<file path="config.mk">
export PLATFORM = sky130hd
export DESIGN_NAME = adres_pe_multictx
export DESIGN_NICKNAME = d
export VERILOG_FILES = /design/src/rtl/adres_pe_multictx.sv
export SDC_FILE = /design/constraint.sdc
export NUM_CORES = 2
export LEC_CHECK = 0
export BUFFER_PORTS_ARGS = -buffer_cell sky130_fd_sc_hd__buf_2
export CAP_MARGIN = 20
export CORE_AREA = 4 4 395 397
export CTS_BUF_LIST = sky130_fd_sc_hd__clkbuf_8 sky130_fd_sc_hd__clkbuf_16
export CTS_CLUSTER_SIZE = 12
export DETAILED_ROUTE_END_ITERATION = 6
export DIE_AREA = 0 0 399 401
export HOLD_SLACK_MARGIN = 0.15
export PLACE_DENSITY = 0.5
export SKIP_CTS_REPAIR_TIMING = 1
export SLEW_MARGIN = 20
export SYNTH_ARGS = -nofsm -noshare
export SYNTH_HDL_FRONTEND = slang
export SYNTH_SLANG_ARGS = --single-unit
</file>
<file path="constraint.sdc">
create_clock -name Config_Clock -period 23 [get_ports Config_Clock]
set_clock_uncertainty 0.05 [all_clocks]
set_input_delay 1.15 -clock Config_Clock [delete_from_list [all_inputs] [get_ports Config_Clock]]
set_output_delay 1.15 -clock Config_Clock [all_outputs]
set_load 0.05 [all_outputs]
</file>
<file path="src/rtl/adres_pe_multictx.sv">
// ADRES-style processing element with NUM_CTX serially loaded contexts, local RF and feedback.
// Optional macro ADRES_PE_SAT_EN makes add/sub saturate as signed instead of wrapping.
module adres_pe_multictx #(
  parameter int WIDTH    = 32,
  parameter int NUM_IN   = 5,
  parameter int NUM_CTX  = 4,
  parameter int RF_DEPTH = 4
) (
  input  logic                                            Config_Clock,
  input  logic                                            Config_Reset,
  input  logic                                            ConfigIn,
  input  logic                                            ConfigEnable,
  output logic                                            ConfigOut,
  input  logic                                            run,
  input  logic [NUM_IN*WIDTH-1:0]                         in,
  output logic [WIDTH-1:0]                                out,
  output logic                                            out_valid,
  output logic [((NUM_CTX > 1) ? $clog2(NUM_CTX) : 1)-1:0] ctx
);

  localparam int SW   = $clog2(NUM_IN + 2);
  localparam int RW   = $clog2(RF_DEPTH);
  localparam int SH   = $clog2(WIDTH);
  localparam int CTXW = (NUM_CTX > 1) ? $clog2(NUM_CTX) : 1;
  localparam int CW   = 4 + 3 * SW + 2 + 2 * RW + WIDTH;
  localparam int TOT  = NUM_CTX * CW;

  localparam int O_SRCA   = 4;
  localparam int O_SRCB   = O_SRCA + SW;
  localparam int O_BYP    = O_SRCB + SW;
  localparam int O_OUTSEL = O_BYP + SW;
  localparam int O_RFWR   = O_OUTSEL + 1;
  localparam int O_WADDR  = O_RFWR + 1;
  localparam int O_RADDR  = O_WADDR + RW;
  localparam int O_CONST  = O_RADDR + RW;

`ifdef ADRES_PE_SAT_EN
  localparam logic [WIDTH-1:0] SMAX = {1'b0, {(WIDTH-1){1'b1}}};
  localparam logic [WIDTH-1:0] SMIN = {1'b1, {(WIDTH-1){1'b0}}};
`endif

  logic [TOT-1:0]   chain;
  logic [CW-1:0]    word;
  logic [WIDTH-1:0] rf [RF_DEPTH];

  logic [3:0]       func;
  logic [SW-1:0]    srca, srcb, byp;
  logic             outsel, rf_wr;
  logic [RW-1:0]    waddr, raddr;
  logic [WIDTH-1:0] cst;

  logic [WIDTH-1:0] rd_data, op_a, op_b, byp_data, sum, diff, res;
  logic [SH-1:0]    shamt;
  logic             exec;

  // Context word currently addressed by ctx; chain is the only config storage.
  assign word   = chain[int'(ctx) * CW +: CW];
  assign func   = word[3:0];
  assign srca   = word[O_SRCA +: SW];
  assign srcb   = word[O_SRCB +: SW];
  assign byp    = word[O_BYP +: SW];
  assign outsel = word[O_OUTSEL];
  assign rf_wr  = word[O_RFWR];
  assign waddr  = word[O_WADDR +: RW];
  assign raddr  = word[O_RADDR +: RW];
  assign cst    = word[O_CONST +: WIDTH];

  assign ConfigOut = chain[TOT-1];
  assign exec      = run & ~ConfigEnable;
  assign shamt     = op_b[SH-1:0];

  always_comb begin
    rd_data = '0;
    if (int'(raddr) < RF_DEPTH) rd_data = rf[raddr];

    op_a = '0;
    if (int'(srca) < NUM_IN)          op_a = in[int'(srca) * WIDTH +: WIDTH];
    else if (int'(srca) == NUM_IN)     op_a = cst;
    else if (int'(srca) == NUM_IN + 1) op_a = rd_data;

    op_b = '0;
    if (int'(srcb) < NUM_IN)          op_b = in[int'(srcb) * WIDTH +: WIDTH];
    else if (int'(srcb) == NUM_IN)     op_b = cst;
    else if (int'(srcb) == NUM_IN + 1) op_b = out;

    byp_data = '0;
    if (int'(byp) < NUM_IN) byp_data = in[int'(byp) * WIDTH +: WIDTH];
  end

  always_comb begin
    sum  = op_a + op_b;
    diff = op_a - op_b;
`ifdef ADRES_PE_SAT_EN
    // Signed overflow clamps toward the sign of operand A.
    if (op_a[WIDTH-1] == op_b[WIDTH-1] && sum[WIDTH-1] != op_a[WIDTH-1])
      sum = op_a[WIDTH-1] ? SMIN : SMAX;
    if (op_a[WIDTH-1] != op_b[WIDTH-1] && diff[WIDTH-1] != op_a[WIDTH-1])
      diff = op_a[WIDTH-1] ? SMIN : SMAX;
`endif
    res = '0;
    case (func)
      4'd0:    res = sum;
      4'd1:    res = op_a * op_b;
      4'd2:    res = diff;
      4'd3:    res = op_a & op_b;
      4'd4:    res = op_a | op_b;
      4'd5:    res = op_a ^ op_b;
      4'd6:    res = op_a << shamt;
      4'd7:    res = $signed(op_a) >>> shamt;
      4'd8:    res = op_a >> shamt;
      4'd9:    res = op_a;
      4'd10:   res = {{(WIDTH-1){1'b0}}, (op_a == op_b)};
      4'd11:   res = {{(WIDTH-1){1'b0}}, ($signed(op_a) < $signed(op_b))};
      default: res = '0;
    endcase
  end

  always_ff @(posedge Config_Clock) begin
    if (!Config_Reset) begin
      chain     <= '0;
      ctx       <= '0;
      out       <= '0;
      out_valid <= 1'b0;
      for (int i = 0; i < RF_DEPTH; i++) rf[i] <= '0;
    end else begin
      out_valid <= exec;
      if (ConfigEnable) begin
        chain <= {chain[TOT-2:0], ConfigIn};
        ctx   <= '0;
      end else if (run) begin
        ctx <= (ctx == CTXW'(NUM_CTX - 1)) ? '0 : ctx + 1'b1;
        out <= outsel ? byp_data : res;
        // RF read above sees the pre-write value of the same entry.
        if (rf_wr && int'(waddr) < RF_DEPTH) rf[waddr] <= res;
      end
    end
  end

endmodule

</file>
# --- After elaboration in Yosys (flattened, before gate mapping) ---
# Memories as Yosys holds them, arrays and structs flattened.
# Cells that the tools add are included.
# W data, S select, Z words.
classes:
  add_sub_neg: 3
  mul: 2
  n_div: 0
  n_lt_le_gt_ge: 4
  eq_ne: 17
  n_shift: 7
  mux: 19
  bitwise: 6
  reduce_logical: 4
op_table:
  columns: ["op", "n"]
  rows:
  - ["$shiftx A160 B9 Y32", 3]
  - ["$pmux W32 S12", 1]
  - ["$mux W32", 9]
  - ["$shiftx A204 B9 Y51", 1]
  - ["$add A32 B32 Y32", 1]
  - ["$and A32 B32 Y32", 1]
  - ["$eq A32 B32 Y1", 1]
  - ["$lt A32 B32 Y1", 1]
  - ["$mul A32 B32 Y32", 1]
  - ["$or A32 B32 Y32", 1]
  - ["$reduce_or A32 Y1", 1]
  - ["$shl A32 B5 Y32", 1]
  - ["$shr A32 B5 Y32", 1]
  - ["$sshr A32 B5 Y32", 1]
  - ["$sub A32 B32 Y32", 1]
  - ["$xor A32 B32 Y32", 1]
  - ["$eq A4 B3 Y1 const B", 4]
  - ["$eq A4 B4 Y1 const B", 4]
  - ["$lt A3 B3 Y1 const B", 3]
  - ["$eq A4 B2 Y1 const B", 2]
  - ["$mul A2 B6 Y8 const B", 1]
  - ["$mux W1", 7]
  - ["$eq A3 B2 Y1 const B", 2]
  - ["$eq A3 B3 Y1 const B", 2]
  - ["9 further kinds", 11]
word_totals:
  ff_bits: 239
  latchBits: 0
  ram_bits: 128
  rom_bits: 0
  input_bits: 165
  memories: 1
memory_table:
  columns: ["memory", "words", "width", "read_ports", "rd_clocked_by_memory_dff", "wr", "line_no", "rtl"]
  rows:
  - ["rf", 4, 32, 1, 0, 4, "44", "logic [WIDTH-1:0] rf [RF_DEPTH];"]

# --- Longest topological paths before layout ---
depth:
  word_depth: 9
  mapped_depth: 43

# --- Worst setup path before layout ---
# Ideal clock, no wire load.
synth_path:
  path_type: "register to register"
  from: "register ctx[0] (netlist name)"
  to: "register out[26]"
  setup_time_ps: 114
  arrival_time_ps: 10551
  required_time_ps: 22836
  setup_slack_ps: 12285
  path_stages_with_launch: 39
  n_path_buf: 8
  period_less_slack_ps: 10715
  cell_sequence: "dfxtp_1 > buf_6 > buf_6 > buf_2 > buf_4 > mux4_2 > and2_1 > o31ai_2 > clkbuf_1 > buf_1 > buf_1 > buf_1 > nor2_1 > fa_1 > inv_1 > fa_1 > fa_1 > fa_1 > (+3 left out) > fa_1 > inv_1 > fa_1 > fa_1 > ha_1 > a21o_1 > a21oi_1 > o21ai_0 > a21oi_1 > o221ai_1 > o21ai_0 > nand2b_1 > xnor2_1 > nor2_1 > or4_4 > a211oi_4 > a211oi_1 > a21o_1"
synth_between:
  elab_chain_cells: 9
  elab_cells_between_ends: 43
synth_lines:
  columns: ["element", "line_no", "rtl"]
  rows:
  - ["start, declared", "18", "output logic [((NUM_CTX > 1) ? $clog2(NUM_CTX) : 1)-1:0] ctx"]
  - ["start signal, assigned", "131", "ctx <= (ctx == CTXW'(NUM_CTX - 1)) ? '0 : ctx + 1'b1;"]
  - ["$mul A2 B6 Y8 *", "57", "assign word = chain[int'(ctx) * CW +: CW];"]
  - ["$shiftx A204 B9 Y51 *", "57", null]
  - ["parallel branches: the longest is 6 deep, another holds $mul A32 B32 Y32", null, null]
  - ["$mux W32 *", "132", "out <= outsel ? byp_data : res;"]
  - ["end signal, assigned", "132", null]
  - ["end, declared", "16", "output logic [WIDTH-1:0] out,"]
# Every way passes the cells marked *.
# A chain may end at the register's enable or synchronous reset.

==> results.json <==
{
  "die_area_um2": 160000,
  "cts_tree": "yes",
  "holdPathStages": 2,
  "area_delta_synth_final_pct": 10.4,
  "num-nets-final": 5679,
  "status": "finished, final reports clean",
  "ys_warn_count": 0,
  "hold_violations": 0,
  "ys_seq_area_frac": 0.197,
  "drtIter0Drc": 3910,
  "cts-root-buf": "clkbuf_16",
  "cap_violations": 0,
  "start_util": 0.289,
  "io_pins": 201,
  "grt_pass1_wl_mm": 280,
  "critPathRequiredTime_ns": 23.23,
  "tns_ns": 0,
  "p_leak_nw": 20.4,
  "tightestPinTransition_ns": 1.27,
  "grt-ovfl-total": 0,
  "synthTopCellsByArea": "fa_1 19%, dfxtp_1 11%, mux2i_1 9.8%",
  "mostFrequentLayoutCell": "nor2_1",
  "synth_cells": 4863,
  "antenna_found_initial": 9,
  "cts_inserted_buffers": 41,
  "place_ws_ns": 10.02,
  "max_stage_delay_ns": 0.99,
  "cp_slowest_cell": "mux4_4",
  "startpoint_type": "flip-flop",
  "relSlewSlack": 0.153,
  "drive_above_1_share": 0.125,
  "setup_violations": 0,
  "vias": 38700,
  "avgSynthCellArea_um2": 9.03,
  "synthDistinctLibCells": 104,
  "totalWireLength_mm": 194,
  "hold_path.class": "reg -> reg",
  "synthesis.nets": 5659,
  "fin_ws_ns": 9.88,
  "antenna_left": 0,
  "clkTransAtPathRegs_ns": 0.07,
  "fp.dieH_um": 401,
  "dr.pass1.iters": 6,
  "drc": 0,
  "via_per_inst": 5.58,
  "grt_util_all_layers": 0.236,
  "cts_buffer_depth": 3,
  "grt_max_degree": 95,
  "io_buffers": 200,
  "maxSlewViolCount": 0,
  "synth_ff_type": "dfxtp_1",
  "fmax_ghz": 0.0762,
  "vdd.ir_drop.worst_mv": 0.572,
  "cpMostUsedCell": "fa_1",
  "fin_crit_sh": 0.571,
  "layout_common_cells": "661 x nor2_1, 473 x inv_1, 429 x mux2i_1",
  "rsz0062_at_grt": "no",
  "post_drt_wl_per_cell_um": 28.0,
  "synth_seq_cells": 367,
  "grt_pass1_vias": 38800,
  "fp-row-count": 143,
  "gp_congestion": 0.986,
  "clk_latency_ns": 0.57,
  "critPathKind": "reg -> reg",
  "dpl.hpwl_mm": 144,
  "synth_top_area_frac": 0.187,
  "p_per_area_nw_per_um2": 171,
  "syn-cell-area_um2": 43900,
  "synth_edf_count": 128,
  "synthArstFlopShare": 0,
  "endpoint_kind": "flip-flop",
  "fin_crit_ns": 13.12,
  "worstPathArrival_ns": 13.35,
  "coreArea_um2": 152000,
  "die_w_um": 399,
  "path_max_fanout": 36,
  "r2r_cells": 32,
  "cts_sinks": 367,
  "yosysTopAreaCell": "fa_1",
  "h-tree-depth": 2
}
through the flow:
step / util / instances / cell area [µm²] / hold slack, ns / power, mW
2_1_floorplan: - / 4863 / 43900 / 0.450 / 5.15
3_3_place_gp: 0.310 / 6870 / 47100 / 0.425 / 7.43
3_5_place_dp: 0.310 / 6870 / 47100 / 0.432 / 7.42
4_1_cts: 0.319 / 6943 / 48500 / 0.442 / 8.17
5_1_grt: 0.319 / 6944 / 48500 / 0.469 / 8.71
6_report: 0.319 / 6945 / 48500 / 0.444 / 8.29
cell usage after synthesis (35+ instances only):
cell      instances
a22oi_1          57
ha_1            221
a21o_1           47
nand2_1         411
a211oi_1         37
xnor2_1          90
inv_1           465
o221ai_1         45
buf_2            61
o21ai_0         124
buf_1            66
nor2_1          666
nor2b_1         243
o22ai_1          46
mux4_2          112
dfxtp_1         239
a21oi_1         176
fa_1            410
clkbuf_1        187
a221oi_1         60
mux2i_1         431
edfxtp_1        128
o211ai_1         35
state kept, by name, summed over array words and instances, names as in the netlist:
| name | cells |
|---|---|
| out | 32 |
| rf | 128 |
| chain | 204 |
| out_valid | 1 |
| ctx | 2 |
critical path: cells and delay by family (launching register included):
kind            cells  cell delay [ns]
simple gates        4             1.11
buf+inv             7             2.81
flops               1             0.69
mux                 1             0.99
fa+ha+maj           9             3.85
xor+xnor            1             0.19
compound gates     10             3.06
area by class of cell:
class	count	area [µm²]
inverters	482	1810
fillers	15900	103000
diodes	2	5.00
well taps	2030	2540
clock buffers	50	1160
repair buffers	326	1960
multi-input cells	3665	32100
flip-flops and latches	367	8640
clock inverters	23	231
power breakdown:
group | leakage [nW] | internal (mW) | total, mW | switching [mW]
clock network | 0.726 | 0.404 | 0.689 | 0.285
logic | 16.4 | 2.63 | 6.89 | 4.26
registers | 3.20 | 0.693 | 0.716 | 0.0228
total | 20.4 | 3.72 | 8.29 | 4.57
logic make-up (layout without fill, tap and decap cells):
logic type / Yosys count / count (layout) / share of synthesized area
compound gates: 883 / 883 / 0.144
xor+xnor: 102 / 102 / 0.0205
fa+ha+maj: 631 / 631 / 0.250
buf+inv: 831 / 881 / 0.0768
flops: 367 / 367 / 0.197
mux: 570 / 570 / 0.163
other cells: 0 / 2 / 0
simple gates: 1479 / 1479 / 0.149
per-layer routing:
metal / wire length [µm] / vias up / global-route usage
li1: - / 16700 / -
met1: 80400 / 19500 / 0.319
met2: 85700 / 2101 / 0.368
met3: 17100 / 414 / 0.0402
met4: 11000 / 4 / 0.109
met5: 16 / - / 0
worst paths after layout:
path | start | end | slack [ns]
worst min register to register | out[25] | out[25] | 0.44
worst max-delay path | ctx[0] | rf[0][29] | 9.88
worst max register to register | ctx[0] | rf[0][29] | 9.88
worst min-delay path | out[25] | out[25] | 0.44
No activity file was read; power rests on OpenSTA's default activity.
